===== src/rtl/dm_port_if.sv =====
// Requester-side bundle for one data-memory port of dm_arbiter.
// master = requester (CPU stage or DMA), slave = arbiter.
interface dm_port_if #(
  parameter int AW = 5,
  parameter int DW = 32
);
  logic          req;
  logic          we;
  logic          lock;
  logic [AW-1:0] addr;
  logic [DW-1:0] wd;
  logic          gnt;
  logic          rvalid;
  logic [DW-1:0] rdata;

  modport master (
    output req, we, lock, addr, wd,
    input  gnt, rvalid, rdata
  );

  modport slave (
    input  req, we, lock, addr, wd,
    output gnt, rvalid, rdata
  );
endinterface


===== src/rtl/dm_arbiter.sv =====
// Round-robin arbiter sharing one single-port data memory between two
// requesters, with registered read data and a bounded ownership lock.
module dm_arbiter #(
  parameter int AW       = 5,
  parameter int DW       = 32,
  parameter int LOCK_MAX = 8
) (
  input  logic          clk,
  input  logic          rst,
  dm_port_if.slave      a,
  dm_port_if.slave      b,
  output logic          dm_we,
  output logic [AW-1:0] dm_addr,
  output logic [DW-1:0] dm_wd,
  input  logic [DW-1:0] dm_rd
);

  localparam int CW = $clog2(LOCK_MAX + 1);

  typedef enum logic [1:0] {
    OWN_NONE,
    OWN_A,
    OWN_B
  } owner_t;

  owner_t        owner, owner_nxt;
  logic [CW-1:0] lock_cnt, cnt_nxt, cnt_inc;
  logic          last_gnt, last_nxt;
  logic          gnt_a, gnt_b, grant;
  logic          win_lock;
  owner_t        win_own;
  logic          rvalid_a, rvalid_b;
  logic [DW-1:0] rdata_a, rdata_b;

  // Grants are gated by rst so they drop in the same cycle reset rises.
  always_comb begin
    gnt_a = 1'b0;
    gnt_b = 1'b0;
    if (!rst) begin
      if (owner == OWN_A && a.req) begin
        gnt_a = 1'b1;
      end else if (owner == OWN_B && b.req) begin
        gnt_b = 1'b1;
      end else if (a.req && b.req) begin
        gnt_a = last_gnt;
        gnt_b = !last_gnt;
      end else begin
        gnt_a = a.req;
        gnt_b = b.req;
      end
    end
  end

  assign grant    = gnt_a | gnt_b;
  assign win_lock = gnt_b ? b.lock : a.lock;
  assign win_own  = gnt_b ? OWN_B : OWN_A;
  assign cnt_inc  = (owner == win_own) ?
                    lock_cnt + CW'(1) : CW'(1);

  always_comb begin
    dm_we   = 1'b0;
    dm_addr = '0;
    dm_wd   = '0;
    if (gnt_a) begin
      dm_we   = a.we;
      dm_addr = a.addr;
      dm_wd   = a.wd;
    end else if (gnt_b) begin
      dm_we   = b.we;
      dm_addr = b.addr;
      dm_wd   = b.wd;
    end
  end

  always_comb begin
    owner_nxt = owner;
    cnt_nxt   = lock_cnt;
    last_nxt  = last_gnt;
    if (grant) begin
      last_nxt = gnt_b;
      if (win_lock && cnt_inc != CW'(LOCK_MAX)) begin
        owner_nxt = win_own;
        cnt_nxt   = cnt_inc;
      end else begin
        owner_nxt = OWN_NONE;
        cnt_nxt   = '0;
      end
    end else begin
      // No grant means the owner (if any) dropped req: release it.
      owner_nxt = OWN_NONE;
      cnt_nxt   = '0;
    end
  end

  always_ff @(posedge clk or posedge rst) begin
    if (rst) begin
      owner    <= OWN_NONE;
      lock_cnt <= '0;
      last_gnt <= 1'b1;
      rvalid_a <= 1'b0;
      rvalid_b <= 1'b0;
      rdata_a  <= '0;
      rdata_b  <= '0;
    end else begin
      owner    <= owner_nxt;
      lock_cnt <= cnt_nxt;
      last_gnt <= last_nxt;
      rvalid_a <= gnt_a & ~a.we;
      rvalid_b <= gnt_b & ~b.we;
      if (gnt_a && !a.we) rdata_a <= dm_rd;
      if (gnt_b && !b.we) rdata_b <= dm_rd;
    end
  end

  assign a.gnt    = gnt_a;
  assign b.gnt    = gnt_b;
  assign a.rvalid = rvalid_a;
  assign b.rvalid = rvalid_b;
  assign a.rdata  = rdata_a;
  assign b.rdata  = rdata_b;

endmodule


===== src/flat_wrapper.sv =====
// flat-port wrapper written by rule: the top's interface ports become plain ports
module dm_arbiter_flat 
#(
  parameter int AW       = 5,
  parameter int DW       = 32,
  parameter int LOCK_MAX = 8
)
  (clk, rst, dm_we, dm_addr, dm_wd, dm_rd, a_req, a_we, a_lock, a_addr, a_wd, a_gnt, a_rvalid, a_rdata, b_req, b_we, b_lock, b_addr, b_wd, b_gnt, b_rvalid, b_rdata);
  dm_port_if #(.AW(AW), .DW(DW)) a_i ();
  dm_port_if #(.AW(AW), .DW(DW)) b_i ();
  input  logic clk;
  input  logic rst;
  output logic dm_we;
  output logic [AW-1:0] dm_addr;
  output logic [DW-1:0] dm_wd;
  input  logic [DW-1:0] dm_rd;
  input wire logic [$bits(a_i.req)-1:0] a_req;
  input wire logic [$bits(a_i.we)-1:0] a_we;
  input wire logic [$bits(a_i.lock)-1:0] a_lock;
  input wire logic [$bits(a_i.addr)-1:0] a_addr;
  input wire logic [$bits(a_i.wd)-1:0] a_wd;
  output wire logic [$bits(a_i.gnt)-1:0] a_gnt;
  output wire logic [$bits(a_i.rvalid)-1:0] a_rvalid;
  output wire logic [$bits(a_i.rdata)-1:0] a_rdata;
  input wire logic [$bits(b_i.req)-1:0] b_req;
  input wire logic [$bits(b_i.we)-1:0] b_we;
  input wire logic [$bits(b_i.lock)-1:0] b_lock;
  input wire logic [$bits(b_i.addr)-1:0] b_addr;
  input wire logic [$bits(b_i.wd)-1:0] b_wd;
  output wire logic [$bits(b_i.gnt)-1:0] b_gnt;
  output wire logic [$bits(b_i.rvalid)-1:0] b_rvalid;
  output wire logic [$bits(b_i.rdata)-1:0] b_rdata;
  assign a_i.req = a_req;
  assign a_i.we = a_we;
  assign a_i.lock = a_lock;
  assign a_i.addr = a_addr;
  assign a_i.wd = a_wd;
  assign a_gnt = a_i.gnt;
  assign a_rvalid = a_i.rvalid;
  assign a_rdata = a_i.rdata;
  assign b_i.req = b_req;
  assign b_i.we = b_we;
  assign b_i.lock = b_lock;
  assign b_i.addr = b_addr;
  assign b_i.wd = b_wd;
  assign b_gnt = b_i.gnt;
  assign b_rvalid = b_i.rvalid;
  assign b_rdata = b_i.rdata;
  dm_arbiter #(.AW(AW), .DW(DW), .LOCK_MAX(LOCK_MAX)) u_core (.clk(clk), .rst(rst), .a(a_i), .b(b_i), .dm_we(dm_we), .dm_addr(dm_addr), .dm_wd(dm_wd), .dm_rd(dm_rd));
endmodule

===== config.mk =====
export PLATFORM = sky130hd
export DESIGN_NAME = dm_arbiter_flat
export DESIGN_NICKNAME = d
export VERILOG_FILES = /design/src/rtl/dm_port_if.sv /design/src/rtl/dm_arbiter.sv /design/src/flat_wrapper.sv
export SDC_FILE = /design/constraint.sdc
export NUM_CORES = 1
export LEC_CHECK = 0
export ABC_AREA = 1
export BUFFER_PORTS_ARGS = -buffer_cell sky130_fd_sc_hd__buf_2
export CAP_MARGIN = 5
export CORE_MARGIN = 4
export CORE_UTILIZATION = 37
export DETAILED_ROUTE_END_ITERATION = 10
export PLACE_DENSITY_LB_ADDON = 0.1
export SYNTH_ARGS = -nofsm -noshare
export SYNTH_HDL_FRONTEND = slang
export SYNTH_SLANG_ARGS = --single-unit

===== constraint.sdc =====
create_clock -name clk -period 6.1 [get_ports clk]
set_input_delay 1.22 -clock clk [delete_from_list [all_inputs] [get_ports clk]]
set_output_delay 1.22 -clock clk [all_outputs]
set_load 0.03 [all_outputs]

* Word level (Yosys, flattened, before mapping) *
Index checks and enable logic that the tools add are counted.

operators by class
  add/sub/neg operators = 1
  equal/unequal tests = 4
  bitwise operators = 5
  reductions and logical operators = 9
  multiplexer cells = 21

operators with widths
  cell                                            count
  2-to-1 mux 32 bit                               2
  2-to-1 mux 4 bit                                3
  2-to-1 mux 1 bit                                11
  2-to-1 mux 5 bit                                2
  logical AND 1 bit                               6
  2-to-1 mux 2 bit                                3
  adder 4 x 1 -> 4 bit (second input constant)    1
  != test 4 bit (second input constant)           1
  logical NOT 1 bit                               3
  AND 1 bit                                       2
  == test 2 x 1 -> 1 bit (second input constant)  1
  == test 2 bit                                   1
  == test 2 bit (second input constant)           1
  inverter 1 bit                                  2
  bitwise OR 1 bit                                1

word-level totals
  register bits after elaboration = 73
  input bits = 114

* Depth between registers and ports, before layout *
Gate-level depths: netlist of the first run.

  depth after elaboration = 12
  mapped depth = 11
  depth with buffers taken out = 11

* Worst setup path after synthesis of the first run *
OpenSTA, ideal clock, no wires.

  kind = input -> output
  start = in rst
  end = out dm_we
  data required time = 4.880 ns
  stages = 8
  path slack = 1.000 ns
  data arrival time = 3.880 ns
  path buffers = 1
  cells stage by stage = inv_1 > nand2_2 > inv_2 > nand2_4 > inv_2 > buf_6 > nand2_1 > a21oi_1

on the way
  longest elaborated chain between the ends = 3

RTL lines
  item                RTL line            text
  start: declaration  flat_wrapper.sv:12  input logic rst;
  2-to-1 mux 1 bit    dm_arbiter.sv:39    if (!rst) begin
  2-to-1 mux 1 bit    dm_arbiter.sv:68    end else if (gnt_b) begin
  2-to-1 mux 1 bit *  dm_arbiter.sv:64    if (gnt_a) begin
  end: declaration    flat_wrapper.sv:13  output logic dm_we;

Every way passes the cells marked *; elsewhere a longest branch is shown, timed or not.

* Worst setup path in the final report of the first run *
  start = in rst
  end = out dm_addr[4]

on the way
  longest elaborated chain between the ends = 3

RTL lines
  item                RTL line            text
  2-to-1 mux 1 bit    dm_arbiter.sv:39
  2-to-1 mux 5 bit    dm_arbiter.sv:68
  2-to-1 mux 5 bit *  dm_arbiter.sv:64
  end: declaration    flat_wrapper.sv:14  output logic [AW-1:0] dm_addr;

Marks and branches as above.

==> results of run 1 <==
-- cells in the final DEF (no fill, tap or decap), types with 2 or more instances in the layout --
cell and n:
nand2_1 155, o21ai_2 65, nor2_1 9, clkbuf_8 11, inv_2 6, dfrtp_1 72, inv_1 40, nand3_2 3
clkinv_2 3, buf_2 219, nand3_1 2, clkbuf_1 2, nor2_8 2, nand2_4 2, nand2_2 38
-- cell families (layout without fill, tap and decap cells) --
| kind of cell | count (synthesis) | count (layout) | synth area share (%) |
|---|---|---|---|
| compound gates | 67 | 67 | 15.30 |
| buf+inv | 68 | 284 | 10.24 |
| simple gates | 212 | 212 | 25.40 |
| fa+ha+maj | 1 | 1 | 0.3303 |
| flops | 73 | 73 | 48.27 |
| xor+xnor | 2 | 2 | 0.4626 |
-- sequential cells by signal, indices dropped and copies added (netlist names) --
name and cells:
u_core.lock_cnt 4, u_core.b.rdata 32, u_core.owner 2, u_core.b.rvalid 1, u_core.last_gnt 1, u_core.a.rvalid 1
u_core.a.rdata 32
-- critical path: stages --
cell     delay, ns
buf_2         0.10
inv_2         0.12
nand2_2       0.08
inv_2         0.06
nand2_4       0.08
inv_2         0.48
nand2_1       0.21
nand2_1       0.12
buf_2         0.20
-- area by class of cell --
class	count	area [µm²]
clock inverters	3	15.01
multi-input cells	282	1572
inverters	48	187.7
flip-flops and latches	73	1828
clock buffers	13	158.9
well taps	133	166.4
fillers	981	4833
repair buffers	220	1104
-- stage by stage --
stage	hold slack (ns)	setup slack (ns)
2_1_floorplan	0.4799	0.9997
4_1_cts	0.4821	2.150
6_report	0.4796	2.197
3_3_place_gp	0.4595	2.161
5_1_grt	0.4923	2.063
3_5_place_dp	0.4643	2.154
-- worst min path at each step --
stage / start / endpoint / slack, ns / cells past startpoint
after floorplan: u_core.last_gnt / u_core.last_gnt / 0.48 / 2
after global placement: u_core.b.rdata[18] / u_core.b.rdata[18] / 0.46 / 2
after detailed placement: u_core.b.rdata[15] / u_core.b.rdata[15] / 0.46 / 2
after CTS: u_core.b.rdata[15] / u_core.b.rdata[15] / 0.48 / 2
after global routing: u_core.a.rdata[27] / u_core.a.rdata[27] / 0.49 / 2
final: u_core.b.rdata[13] / u_core.b.rdata[13] / 0.48 / 2
-- power groups by stage --
stage          sequential, mW  combinational, mW  clock, mW
2_1_floorplan           0.891              0.285          0
3_3_place_gp            0.669              0.716          0
3_5_place_dp            0.672              0.722          0
4_1_cts                 0.665              0.723      0.350
5_1_grt                 0.679              0.760      0.375
6_report                0.663              0.710      0.337
-- metal layers --
| metal | wire (µm) | GRT usage (%) | vias to the layer above |
|---|---|---|---|
| met5 | 11 | 0 | - |
| met4 | 121 | 5.165 | 2 |
| met3 | 1274 | 7.638 | 11 |
| met2 | 5298 | 29.43 | 130 |
| met1 | 3974 | 18.97 | 1476 |
| li1 | - | - | 1716 |
==> out/metrics.yaml, run 1 <==
critical_path:
  r2r-start: "u_core.last_gnt"
  reg2regPathDepth: 8
  startpoint_type: "input port"
  endpoint: "dm_addr[4]"
  end_kind: "primary output"
  r2r_setup_slack_ns: 4.25
  startpoint: "rst"
  critPathKind: "in2out"
  cp.arrival_ns: 2.68
  crit_fanout: 40
  cp.required_ns: 4.88
  worstReg2RegEnd: "u_core.b.rdata[18]"
synthesis:
  yosysUniqueCellTypes: 22
  synth_edf_count: 0
  syn_inst: 423
  synth-seq-cells: 73
  yosys-top-cells-count: "nand2_1, dfrtp_1, o21ai_2"
  syn_avg_cell_area_um2: 8.954
  dominantRegCellSynth: "dfrtp_1"
  syn-cell-area_um2: 3787
  yosys.area.top_type: "dfrtp_1"
  post-synth-top-count-cell: "nand2_1"
  syn_nets: 538
  synth_area_leaders: "dfrtp_1, nand2_1, o21ai_2"
  synth_top_area_share_pct: 47.57
  ys_warn_count: 0
  seq_area_frac_synth_pct: 48.27
  async_reset_ff_share_pct: 100.0
timing:
  finalSetupViolCount: 0
  fin_tns_setup_ns: 0
  final_hold_viol_count: 0
  rsz0062_at_grt: "no"
  fmax_ghz: 0.2562
  relSlewSlack_pct: 40.00
  final_period_minus_worst_setup_slack_ns: 3.903
  period_share_pct: 63.98
  tightestPinTransition_ns: 0.9000
  fin_skew_ns: 0.006036
  slew_violations: 0
route:
  first_iter_violations: 244
  vias: 3335
  first_pass_iters: 4
  wl_um: 10680
  post_drt_via_cell_ratio: 4.320
  drc_errors: 0
  drtAntennaViolNets: 0
  wl_per_cell_um: 13.83
power:
  p_leak_nw: 3.022
  p_total_mw: 1.710
  clockPowerShare_pct: 19.7
  comb_power_share_pct: 41.5
  p_per_area_nw_per_um2: 339.9
  ir_worst_vdd_uv: 183.4
  intPower_mw: 0.9833
  seq_power_share_pct: 38.8
  switchingPower_mw: 0.7269
  power.share.switching_pct: 42.50
layout:
  final_cells: 772
  nets: 749
  fin_util_pct: 51.00
  antennaDiodeCount: 0
  synthToLayoutAreaGrowth_pct: 32.84
  stdcell_area_um2: 5031
  drive_gt1_share_pct: 55.24
floorplanning:
  die_h_um: 109.2
  io_pins: 220
  die-area_um2: 11920
  rows: 36
  start_util_pct: 38.39
  fp.dieW_um: 109.2
  coreArea_um2: 9864
job:
  max_cap_viol_count: 0
cts:
  postCtsSetupBuffers: 0
  postCtsResizedCells: 0
  cts.path.max_buffers: 2
  cts_tree: "done"
  cts_sinks: 73
  clockRootBuffer: "clkbuf_8"
  cts.clk_slew.worst_paths_ns: 0.07
  postCtsHoldBufs: 0
  htree_levels: 3
  numCtsBuffers: 9
  insertion_delay_ns: 0.34
global_routing:
  grt_pass1_vias: 3070
  grtUsageTotal_pct: 17.08
  antenna_found_initial: 1
  grt_max_degree: 72
  overflow: 0
  grt_pass1_wl_um: 15600
placement:
  post-place-cells: 756
  io_buffers: 219
  dpl_cell_area_um2: 4857
  place.gp.congestion: 0.7356
  dp_hpwl_um: 8120
hold_path:
  min_path_type: "reg2reg"
status:
  status: "completed"
Note: power is estimated with default switching activity, not from simulation.
==> run 2: changes to the inputs <==
Clock period 6.1 ns to 3.54 ns, I/O delays scaled along.
==> out/metrics.yaml, run 2 (synthesized netlist as in run 1, its figures left out) <==
timing:
  relSlewSlack_pct: 43.54
  rsz0062_at_grt: "no"
  final_period_minus_worst_setup_slack_ns: 2.830
  fin_skew_ns: 0.006819
  fmax_ghz: 0.3533
  final_hold_viol_count: 0
  fin_tns_setup_ns: 0
  setup_ws_ns: 0.7097
  period_share_pct: 79.95
  tightestPinTransition_ns: 0.8468
  finalSetupViolCount: 0
  slew_violations: 0
route:
  wl_per_cell_um: 13.79
  wl_um: 10660
  first_pass_iters: 4
  drc_errors: 0
  drtAntennaViolNets: 0
  vias: 3384
  post_drt_via_cell_ratio: 4.378
  first_iter_violations: 229
cts:
  postCtsResizedCells: 0
  cts.path.max_buffers: 2
  postCtsHoldBufs: 0
  insertion_delay_ns: 0.33
  cts_tree: "done"
  numCtsBuffers: 9
  postCtsSetupBuffers: 0
  htree_levels: 3
  cts.clk_slew.worst_paths_ns: 0.08
  cts_sinks: 73
  clockRootBuffer: "clkbuf_8"
critical_path:
  end_kind: "primary output"
  worstReg2RegEnd: "u_core.b.rdata[8]"
  r2r_setup_slack_ns: 1.67
  reg2regPathDepth: 8
  r2r-start: "u_core.last_gnt"
  critPathKind: "in2out"
  crit_fanout: 40
  cp.arrival_ns: 2.12
  startpoint_type: "input port"
  cp.required_ns: 2.83
hold_path:
  min_path_type: "in2async"
global_routing:
  grt_pass1_wl_um: 16230
  grtUsageTotal_pct: 17.26
  grt_pass1_vias: 3365
  overflow: 0
  antenna_found_initial: 0
  grt_max_degree: 65
layout:
  final_cell_mix: "buf_2, nand2_1, dfrtp_1"
  antennaDiodeCount: 0
  drive_gt1_share_pct: 55.47
  synthToLayoutAreaGrowth_pct: 34.99
  mostFrequentLayoutCell: "buf_2"
  nets: 750
  fin_util_pct: 51.83
  final_cells: 773
  fill_cells: 978
floorplanning:
  fp.dieW_um: 109.2
  io_pins: 220
  coreArea_um2: 9864
  rows: 36
  start_util_pct: 38.39
  die_h_um: 109.2
  die-area_um2: 11920
placement:
  place.gp.congestion: 0.7270
  io_buffers: 219
  dp_hpwl_um: 8037
  post-place-cells: 757
  pre_cts_slack_ns: 0.7039
power:
  p_per_area_nw_per_um2: 619.4
  p_leak_nw: 3.049
  ir_worst_vdd_uv: 374.3
  p_total_mw: 3.167
status:
  status: "completed"
job:
  max_cap_viol_count: 0
## run 2: cell types whose count changed in the layout (fill, tap and decap cells not counted)
cell	before	now
buf_4	1	2
clkbuf_1	2	1
bufinv_16	0	3
inv_2	6	5
clkinvlp_4	0	2
clkinv_2	3	1
clkbuf_8	11	10
## run 2: power breakdown
part | switching (mW) | internal (mW)
registers | 0.121 | 1.03
logic | 0.848 | 0.377
clock network | 0.305 | 0.487
total | 1.27 | 1.89
## run 2: cell type report
cell class	instances	area [µm²]	share of cell area, %
flip-flops and latches	73	1828	35.76
well taps	133	166.4	3.255
repair buffers	221	1111	21.73
clock buffers	11	141.4	2.766
inverters	48	191.4	3.745
multi-input cells	282	1572	30.74
clock inverters	5	102.6	2.007
## run 2: critical path, cell delays in order
cell and delay, ns:
buf_2 0.11, clkinvlp_4 0.14, nand2_2 0.08, inv_2 0.06
nand2_4 0.08, inv_2 0.47, nand2_1 0.10, a21oi_1 0.16
buf_2 0.21
## run 2: metal layers
layer | global-route usage (%) | vias to the layer above | wire length [µm]
met5 | 0 | - | 0
met4 | 4.987 | 0 | 155
met3 | 5.210 | 13 | 1085
met2 | 32.15 | 128 | 5369
met1 | 18.80 | 1532 | 4050
li1 | - | 1711 | -
## run 2: how the worst max path moves through the flow
stage               start         to  slack [ns]  cells after the start
CTS                   rst      dm_we        0.69                      9
global placement      rst      dm_we        0.72                      9
floorplan             rst  dm_wd[12]        0.09                      9
finish                rst      dm_we        0.71                      9
global route          rst      dm_we        0.50                      9
detailed placement    rst      dm_we        0.70                      9
## run 2: per-stage QoR
step	hold WS [ns]	area, µm²
6_report	0.2739	5112
4_1_cts	0.2651	5112
2_1_floorplan	0.4799	3791
5_1_grt	0.2667	5112
3_5_place_dp	0.4635	4868
3_3_place_gp	0.4618	4868
==> run 3: changes to the inputs <==
Clock period 3.54 ns to 2.5 ns, I/O delays scaled along.
==> out/metrics.yaml, run 3 (synthesized netlist as in run 1, its figures left out) <==
placement:
  pre_cts_slack_ns: 0.3529
  io_buffers: 219
  place.gp.congestion: 0.7481
  dp_hpwl_um: 8524
  post-place-cells: 765
floorplanning:
  io_pins: 220
  die_h_um: 109.2
  start_util_pct: 38.39
  coreArea_um2: 9864
  fp.dieW_um: 109.2
  rows: 36
  die-area_um2: 11920
power:
  clockPowerShare_pct: 17.3
  seq_power_share_pct: 38.8
  comb_power_share_pct: 43.8
  p_leak_nw: 3.162
  power.share.switching_pct: 43.01
  switchingPower_mw: 1.798
  ir_worst_vdd_uv: 437.7
  intPower_mw: 2.382
  p_per_area_nw_per_um2: 768.1
critical_path:
  crit_fanout: 20
  cp.arrival_ns: 1.83
  r2r-start: "u_core.last_gnt"
  startpoint_type: "flip-flop"
  cp.required_ns: 2.00
  r2r_setup_slack_ns: 0.89
  critPathKind: "reg2out"
  startpoint: "u_core.last_gnt"
  end_kind: "primary output"
timing:
  fin_tns_setup_ns: 0
  fmax_ghz: 0.4285
  period_share_pct: 93.35
  final_period_minus_worst_setup_slack_ns: 2.334
  setup_ws_ns: 0.1662
  tightestPinTransition_ns: 0.9158
  holdWs_ns: 0.3983
  relSlewSlack_pct: 38.95
  finalSetupViolCount: 0
  rsz0062_at_grt: "no"
  final_hold_viol_count: 0
  fin_skew_ns: 0.006348
  slew_violations: 0
route:
  post_drt_via_cell_ratio: 4.424
  drtAntennaViolNets: 0
  wl_um: 11020
  first_iter_violations: 167
  vias: 3442
  wl_per_cell_um: 14.17
  drc_errors: 0
  first_pass_iters: 4
hold_path:
  min_path_type: "in2reg"
  hp-start: "a_we"
global_routing:
  use_met2_pct: 31.27
  grt_max_degree: 74
  grtUsageMet3_pct: 5.980
  met1_usage_pct: 20.20
  busiest_layer: "met2"
  grtUsageTotal_pct: 18.05
  grt_pass1_wl_um: 16750
  grt_pass1_vias: 3450
  overflow: 0
  antenna_found_initial: 0
layout:
  drive_gt1_share_pct: 65.43
  antennaDiodeCount: 0
  nets: 759
  fill_cells: 954
  final_cells: 778
  mostFrequentLayoutCell: "buf_2"
  final_cell_mix: "buf_2, nand2_1, nand2_2"
  synthToLayoutAreaGrowth_pct: 43.71
job:
  max_cap_viol_count: 0
status:
  status: "completed"
cts:
  cts_tree: "done"
  htree_levels: 3
  cts_sinks: 73
  insertion_delay_ns: 0.33
  postCtsHoldBufs: 0
  numCtsBuffers: 9
  cts.clk_slew.worst_paths_ns: 0.07
  cts.path.max_buffers: 2
  clockRootBuffer: "clkbuf_8"
[run 3: changes by cell type in the layout (fill, tap and decap cells not counted), moves of 2 or more]
cell / change
clkbuf_4: +3
buf_2: -3
bufinv_16: -3
inv_4: +2
buf_4: +3
nand2_1: -61
buf_12: +5
nand2_2: +37
inv_2: -2
nand2_4: +24
[run 3: layout make-up]
type	count	area (µm²)	share of cell area [%]
Clock buffer	10	127.6	2.345
Clock inverter	2	10.01	0.1839
Inverter	48	196.4	3.609
Multi-Input combinational cell	282	1848	33.95
Sequential cell	73	1828	33.59
Tap cell	133	166.4	3.057
Timing Repair Buffer	230	1266	23.26
[run 3: final timing paths]
check                                      to  depth (start not counted)
max                                 dm_wd[10]                         10
min                           u_core.a.rvalid                          2
max reg2reg                u_core.a.rdata[26]                         10
min reg2reg                u_core.b.rdata[18]                          2
max in group asynchronous  u_core.b.rdata[19]                          3
min in group asynchronous   u_core.b.rdata[5]                          3
[run 3: through the flow]
stage	power [mW]	util [%]	cell area (µm²)
after floorplan	2.929	-	4081
after global placement	3.465	53.42	5270
after detailed placement	3.492	53.42	5270
after CTS	4.240	54.82	5408
after global routing	4.450	55.18	5443
final	4.181	55.18	5443
[run 3: worst max-delay path, stage by stage (launching register included)]
cell     delay [ns]
dfstp_2        0.53
inv_1          0.05
nand2_1        0.06
nand3_2        0.08
nand2_2        0.08
nand2_4        0.10
inv_4          0.10
buf_12         0.16
nand2_1        0.10
nand2_4        0.06
buf_2          0.19
[run 3: timing repair]
item                                    4_1_cts  5_1_grt
gates resized for setup                       0        4
hold endpoints to repair                      0        0
endpoints found under the setup margin        0       13
buffers inserted                              0        0
[run 3: per-layer routing]
metal | routed length (µm) | part of all wire [%]
met2 | 5503 | 50
met3 | 1186 | 11
met5 | 0 | 0
met4 | 326 | 3.0
met1 | 4008 | 36
[run 3: power groups by stage]
stage / clock (mW) / combinational [mW] / sequential [mW]
final: 0.725 / 1.83 / 1.62
after CTS: 0.761 / 1.85 / 1.63
after global routing: 0.818 / 1.97 / 1.66
after floorplan: 0 / 0.754 / 2.17
after detailed placement: 0 / 1.85 / 1.64
after global placement: 0 / 1.83 / 1.64
